`src/rtl/ctrl_pipeline.sv`:
```
// Control and hazard unit for a 5-stage in-order pipeline.
// It tracks EX/MEM/WB control state, detects load-use stalls and taken-branch flushes, and selects forwarding sources.
module ctrl_pipeline #(
  parameter int CNT_W = 16
) (
  input  logic             clk,
  input  logic             reset,
  input  logic             id_valid,
  input  logic             RegRead,
  input  logic             RegWrite,
  input  logic             MemRead,
  input  logic             MemWrite,
  input  logic             RegDst,
  input  logic             Branch,
  input  logic [4:0]       id_rs,
  input  logic [4:0]       id_rt,
  input  logic [4:0]       id_rd,
  input  logic             branch_taken,
  output logic             stall,
  output logic             flush,
  output logic             ex_valid,
  output logic             ex_RegWrite,
  output logic             ex_MemRead,
  output logic             ex_MemWrite,
  output logic             ex_Branch,
  output logic [4:0]       ex_dest,
  output logic             mem_valid,
  output logic             mem_RegWrite,
  output logic             mem_MemRead,
  output logic             mem_MemWrite,
  output logic [4:0]       mem_dest,
  output logic             wb_valid,
  output logic             wb_RegWrite,
  output logic [4:0]       wb_dest,
  output logic [1:0]       fwd_a,
  output logic [1:0]       fwd_b,
  output logic [CNT_W-1:0] stall_cnt,
  output logic [CNT_W-1:0] flush_cnt
);

  logic [4:0] ex_rs;
  logic [4:0] ex_rt;
  logic [4:0] id_dest;
  logic       load_use;
  logic       ex_take;
  logic       mem_fwd_ok;
  logic       wb_fwd_ok;

  // MEM beats WB; a zero destination is never a forwarding source.
  function automatic logic [1:0] fwd_sel(input logic [4:0] src,
                                         input logic       mem_ok,
                                         input logic [4:0] mdest,
                                         input logic       wb_ok,
                                         input logic [4:0] wdest);
    if (mem_ok && (mdest == src))     return 2'b10;
    else if (wb_ok && (wdest == src)) return 2'b01;
    else                              return 2'b00;
  endfunction

  always_comb begin
    id_dest  = RegDst ? id_rd : id_rt;
    flush    = ex_valid & ex_Branch & branch_taken;
    load_use = ex_valid & ex_MemRead & (ex_dest != 5'd0) & id_valid & RegRead &
               ((ex_dest == id_rs) | (ex_dest == id_rt));
    stall    = load_use & ~flush;
    ex_take  = id_valid & ~stall & ~flush;
  end

  always_comb begin
    // A load in MEM has no data yet, so it is not a forwarding source.
    mem_fwd_ok = mem_valid & mem_RegWrite & ~mem_MemRead & (mem_dest != 5'd0);
    wb_fwd_ok  = wb_valid & wb_RegWrite & (wb_dest != 5'd0);
    fwd_a      = fwd_sel(ex_rs, mem_fwd_ok, mem_dest, wb_fwd_ok, wb_dest);
    fwd_b      = fwd_sel(ex_rt, mem_fwd_ok, mem_dest, wb_fwd_ok, wb_dest);
  end

  // NOTE: state registers use non-blocking assignments so every stage samples the
  // previous stage's pre-edge value; blocking here would collapse the pipeline.
  always_ff @(posedge clk) begin
    if (reset || !ex_take) begin
      ex_valid    <= 1'b0;
      ex_RegWrite <= 1'b0;
      ex_MemRead  <= 1'b0;
      ex_MemWrite <= 1'b0;
      ex_Branch   <= 1'b0;
      ex_dest     <= 5'd0;
      ex_rs       <= 5'd0;
      ex_rt       <= 5'd0;
    end else begin
      ex_valid    <= 1'b1;
      ex_RegWrite <= RegWrite;
      ex_MemRead  <= MemRead;
      ex_MemWrite <= MemWrite;
      ex_Branch   <= Branch;
      ex_dest     <= id_dest;
      ex_rs       <= id_rs;
      ex_rt       <= id_rt;
    end
  end

  always_ff @(posedge clk) begin
    if (reset) begin
      mem_valid    <= 1'b0;
      mem_RegWrite <= 1'b0;
      mem_MemRead  <= 1'b0;
      mem_MemWrite <= 1'b0;
      mem_dest     <= 5'd0;
      wb_valid     <= 1'b0;
      wb_RegWrite  <= 1'b0;
      wb_dest      <= 5'd0;
    end else begin
      mem_valid    <= ex_valid;
      mem_RegWrite <= ex_RegWrite;
      mem_MemRead  <= ex_MemRead;
      mem_MemWrite <= ex_MemWrite;
      mem_dest     <= ex_dest;
      wb_valid     <= mem_valid;
      wb_RegWrite  <= mem_RegWrite;
      wb_dest      <= mem_dest;
    end
  end

  // Saturating event counters; reset wins over a same-cycle stall or flush.
  always_ff @(posedge clk) begin
    if (reset) begin
      stall_cnt <= '0;
      flush_cnt <= '0;
    end else begin
      if (stall && (stall_cnt != '1)) stall_cnt <= stall_cnt + CNT_W'(1);
      if (flush && (flush_cnt != '1)) flush_cnt <= flush_cnt + CNT_W'(1);
    end
  end

endmodule

```
`config.mk`:
```
export PLATFORM = sky130hd
export DESIGN_NAME = ctrl_pipeline
export DESIGN_NICKNAME = d
export VERILOG_FILES = /design/src/rtl/ctrl_pipeline.sv
export SDC_FILE = /design/constraint.sdc
export NUM_CORES = 1
export LEC_CHECK = 0
export ABC_CLOCK_PERIOD_IN_PS = 1900
export BUFFER_PORTS_ARGS = -buffer_cell sky130_fd_sc_hd__clkbuf_2
export CAP_MARGIN = 20
export CORE_ASPECT_RATIO = 0.6
export CORE_MARGIN = 3
export CORE_UTILIZATION = 45
export CTS_CLUSTER_SIZE = 24
export DETAILED_ROUTE_END_ITERATION = 10
export GPL_TIMING_DRIVEN = 0
export PLACE_DENSITY = 0.71
export SETUP_SLACK_MARGIN = 0.2
export SKIP_LAST_GASP = 1
export SLEW_MARGIN = 20
export SYNTH_ARGS = -nofsm -noshare
export SYNTH_HDL_FRONTEND = slang
export SYNTH_SLANG_ARGS = --single-unit
```
`constraint.sdc`:
```
create_clock -name clk -period 1.9 [get_ports clk]
set_input_delay 0 -clock clk [delete_from_list [all_inputs] [get_ports clk]]
set_output_delay 0 -clock clk [all_outputs]
set_load 0.03 [all_outputs]
```
Yosys cells after proc, flatten, opt, wreduce, memory -nomap -nowiden
Cells that the tools add are included.
Cells by class
  reductions and logical operators: 11
  add/sub/neg operators: 2
  equal/unequal tests: 8
  bitwise gates (word level): 19
  multiplexer cells: 6
Operator list (number)
  $add A16 B1 Y16 const B: 2
  $ne A16 B16 Y1 const B: 2
  $eq A5 B5 Y1: 6
  $and A1 B1 Y1: 15
  $reduce_bool A5 Y1: 3
  $logic_and A1 B1 Y1: 6
  $mux W5: 1
  $mux W2: 2
  $mux W1: 3
  $not A1 Y1: 3
  $logic_not A1 Y1: 1
  $logic_or A1 B1 Y1: 1
  $or A1 B1 Y1: 1
Storage, ports and cells
  output and inout port bits: 64
  word-level logic and storage cells: 64
  flip-flop bits (word level): 68
  input bits: 25

Longest topological paths before layout
  word-level depth: 12
  mapped depth: 7
  depth with buffers taken out: 6

Worst setup path after synthesis
OpenSTA, ideal clock, no wires.
  kind: reg-to-output
  start: register mem_dest[1]
  end: output fwd_b[0]
  arrival time: 2.401 ns
  path buffers: 0
  required time: 1.900 ns
  cell stages (with the launch flop): 5
  slack: -0.501 ns
  path through: dfxtp_1 or4_1 o21ai_0 nor4_1 nor4_1
Between the ends
  cells in the longest elaborated chain, start to end: 4
  elaborated cells between the ends (all ways): 5
  those cells by class: 1 x eq/ne; 1 x mux; 1 x bitwise; 2 x reduce/logical
Ends and longest elaborated chain
  from (decl): RTL line 31  | output logic [4:0] mem_dest,
  from (signal assigned): RTL line 116  | mem_dest <= ex_dest;
  $reduce_bool A5 Y1: RTL line 71  | mem_fwd_ok = mem_valid & mem_RegWrite & ~mem_MemRead & (mem_dest != 5'd0);
  $and A1 B1 Y1: RTL line 71
  $logic_and A1 B1 Y1 *: RTL line 55  | if (mem_ok && (mdest == src)) return 2'b10;
  $mux W2 *: RTL line 55
  to (decl): RTL line 36  | output logic [1:0] fwd_b,
Every way passes the cells marked *; elsewhere a longest branch is shown, timed or not.

Worst setup path in the final report
  start: register mem_dest[2]
  end: output fwd_b[0]
The elaborated chain is that of the path after synthesis.

==> qor.yml <==
path_class: "flip-flop to output pin"
finClkSkew_ns: 0.00944
violations: "setup timing"
rr_endpoint: "stall_cnt[10]$_SDFFE_PP0P_"
cp_common_cell: "nor4_4"
period_share: 1.04
synth.avg_cell_area_um2: 9.23
grt_overflow_total: 0
design_area_um2: 5220
cts_root_buf: "clkbuf_16"
synthDistinctLibCells: 48
synth_top_family_by_area: "simple AND/OR/NAND/NOR gates"
critPathTopFamily: "simple AND/OR/NAND/NOR gates"
core_area_um2: 6440
path_buf_inv: 1
clk_pin_slew_ns: 0.05
synth_edf_count: 0
synth.largest_area_cell: "dfxtp_1"
cts.sinks: 68
routed_via_density: 5.71
globalplace.congestion: 0.884
crit_start: "mem_dest[2]$_SDFF_PP0_"
ant_nets: 0
muxShareOfSynthArea: 0.0369
final_cell_mix: "clkbuf_2, nor2_1, dfxtp_1"
max_freq_ghz: 0.505
drtIter0Drc: 175
finalHoldViolCount: 0
ys_top_cells_by_area: "dfxtp_1, xnor2_1, nor2b_1"
nets: 522
seq_power_share: 0.421
pwr-share-clk: 0.463
internal_power_mw: 2.61
setup_violations: 2
layout_setup_ws_ns: -0.0817
ys_ff_latch: 68
rsz0062_at_grt: "yes"
crit_cells: 5
routedWlPerCell_um: 19.6
die_w_um: 114
cap_violations: 0
stdcell_count: 584
num_antenna_cells: 0
holdWs_ns: 0.199
yosys.area_share.simple: 0.278
synth_compound_area_frac: 0.0947
switching_share: 0.251
netlist_area_um2: 3160
drc: 0
dp_hpwl_mm: 6.27
grt_util_all_layers: 0.243
cp_slowest_cell: "or4_4"
drive_gt1_frac: 0.530
grt_pass1_vias: 2944
synth_top_area_share: 0.431
grt_max_degree: 12
antenna_found_initial: 0
placed_cell_area_um2: 3900
path_max_fanout: 5
hp-class: "input pin to flip-flop"
tightest_slew_ns: 0.630
fin_util: 0.810
powerDensity_nw_per_um2: 670
synth_cells: 342
cp-start-kind: "flip-flop"
port_buffers: 86
arrival_ns: 1.98
die_h_um: 70.9
htreeDepth: 3
power_leakage_nw: 2.13
areaGrowthSynthToFinish_pct: 65.2
power_mw: 3.49
row_count: 22
ys_warn_count: 0
start_util: 0.490
status: "complete, but fails checks"
slew_headroom: 0.580
vdd_ir_drop_max_v: 0.000515
die_area_um2: 8090
wirelength_mm: 11.5
async_flop_share: 0
ff2ff_setup_slack_ns: 0.04
cts_tree: "yes"
final.setup.tns_ns: -0.108
clock_path_buffers: 2
synth_nets: 369
insertion_delay_ns: 0.34
cts_buffers: 9
synth_flop_cell: "dfxtp_1"
reg2reg_depth: 6
boundaryPins: 89
dp_cells: 512
switchingPower_mw: 0.877
grt_pass1_wl_mm: 15.4
vias: 3337
final_common_cell: "clkbuf_2"
cp_cell_sequence: "or4_4 > o21ai_4 > nor4_4 > nor4_4 > clkbuf_8"
synth_fa_ha_area_frac: 0.00793
end_kind: "output pin"
place_ws_ns: 0.0143
drv_slew: 0
seq_area_frac_synth: 0.431
combPwrFrac: 0.116
max_stage_delay_ns: 0.55
r2r_start: "stall_cnt[13]$_SDFFE_PP0P_"
drt-pass1-iter-count: 4
post-route-min-period_ns: 1.98
endpoint: "fwd_b[0]"
worstPathRequired_ns: 1.90
synth-xor-area-share: 0.125
## area by class of cell
type,count,area [µm²]
Sequential cell,68,1480
Timing Repair Buffer,141,982
Fill cell,362,1230
Tap cell,84,105
Inverter,8,32.5
Clock buffer,13,272
Buffer,13,83.8
Multi-Input combinational cell,254,2250
Clock inverter,3,18.8
## logic make-up (layout without fill, tap and decap cells)
logic type | Yosys count | count (layout)
xor+xnor | 45 | 45
compound gates | 40 | 41
flops | 68 | 68
buf+inv | 21 | 178
mux | 11 | 11
simple gates | 155 | 155
fa+ha+maj | 2 | 2
## how the worst min path moves through the flow
| stage | cells after the start | start | endpoint |
|---|---|---|---|
| after CTS | 4 | id_valid | ex_dest[1]$_SDFF_PP0_ |
| after detailed placement | 2 | RegWrite | ex_RegWrite$_SDFF_PP0_ |
| after global placement | 2 | MemRead | ex_MemRead$_SDFF_PP0_ |
| after global routing | 4 | id_valid | ex_valid$_DFF_P_ |
| final | 4 | id_valid | ex_valid$_DFF_P_ |
| after floorplan | 1 | Branch | ex_Branch$_SDFF_PP0_ |
## Yosys cell counts, drive strengths merged (2+ instances only)
| library cell | instances |
|---|---|
| dfxtp | 68 |
| nor2 | 33 |
| xnor2 | 32 |
| nand3 | 21 |
| nor2b | 21 |
| and2 | 15 |
| xor2 | 13 |
| a21oi | 11 |
| nand2 | 11 |
| nand4 | 9 |
| nor4 | 9 |
| o21ai | 9 |
| inv | 8 |
| nor3 | 8 |
| clkbuf | 7 |
| or3 | 7 |
| and3 | 6 |
| buf | 6 |
| mux2i | 6 |
| or4 | 6 |
| a211oi | 5 |
| mux2 | 5 |
| and4 | 3 |
| a2111oi | 2 |
| a311oi | 2 |
| a31oi | 2 |
| ha | 2 |
| nor4b | 2 |
| o211ai | 2 |
| o31ai | 2 |
| or2 | 2 |
## layer usage
metal	global-route usage	vias up	wire, µm
met5	0	-	0
li1	-	1525	-
met2	0.369	183	5230
met4	0.0580	0	364
met3	0.0863	38	919
met1	0.334	1591	4950
## state kept, by name (all words and copies together) (netlist names)
name and count:
ex_RegWrite 1, ex_dest 5, mem_dest 5, flush_cnt 16, wb_RegWrite 1, ex_valid 1, mem_RegWrite 1, mem_valid 1
ex_MemRead 1, wb_dest 5, ex_Branch 1, stall_cnt 16, wb_valid 1, mem_MemWrite 1, ex_rs 5, ex_MemWrite 1
mem_MemRead 1, ex_rt 5
## timing repair
item | in CTS | in global routing
pin swaps | 22 | 46
gates cloned | 2 | 1
buffers inserted | 17 | 12
hold buffers | 24 | 0
gates resized for setup | 50 | 79
endpoints found under the hold margin | 19 | 0
endpoints found under the setup margin | 31 | 38
## power by group through the flow
stage	Sequential [mW]	Combinational, mW	Clock (mW)
6_report	1.47	0.404	1.62
4_1_cts	1.47	0.349	1.63
5_1_grt	1.47	0.424	1.70
3_5_place_dp	1.50	0.253	0
3_3_place_gp	1.50	0.249	0
2_1_floorplan	1.53	0.132	0
## tightest hold or removal path: cells and delay by family
kind,cells,cell delay (ns)
AO/OA/AOI/OAI,1,0.13
buffers and inverters,3,0.35
(Power assumes the default switching activity.)
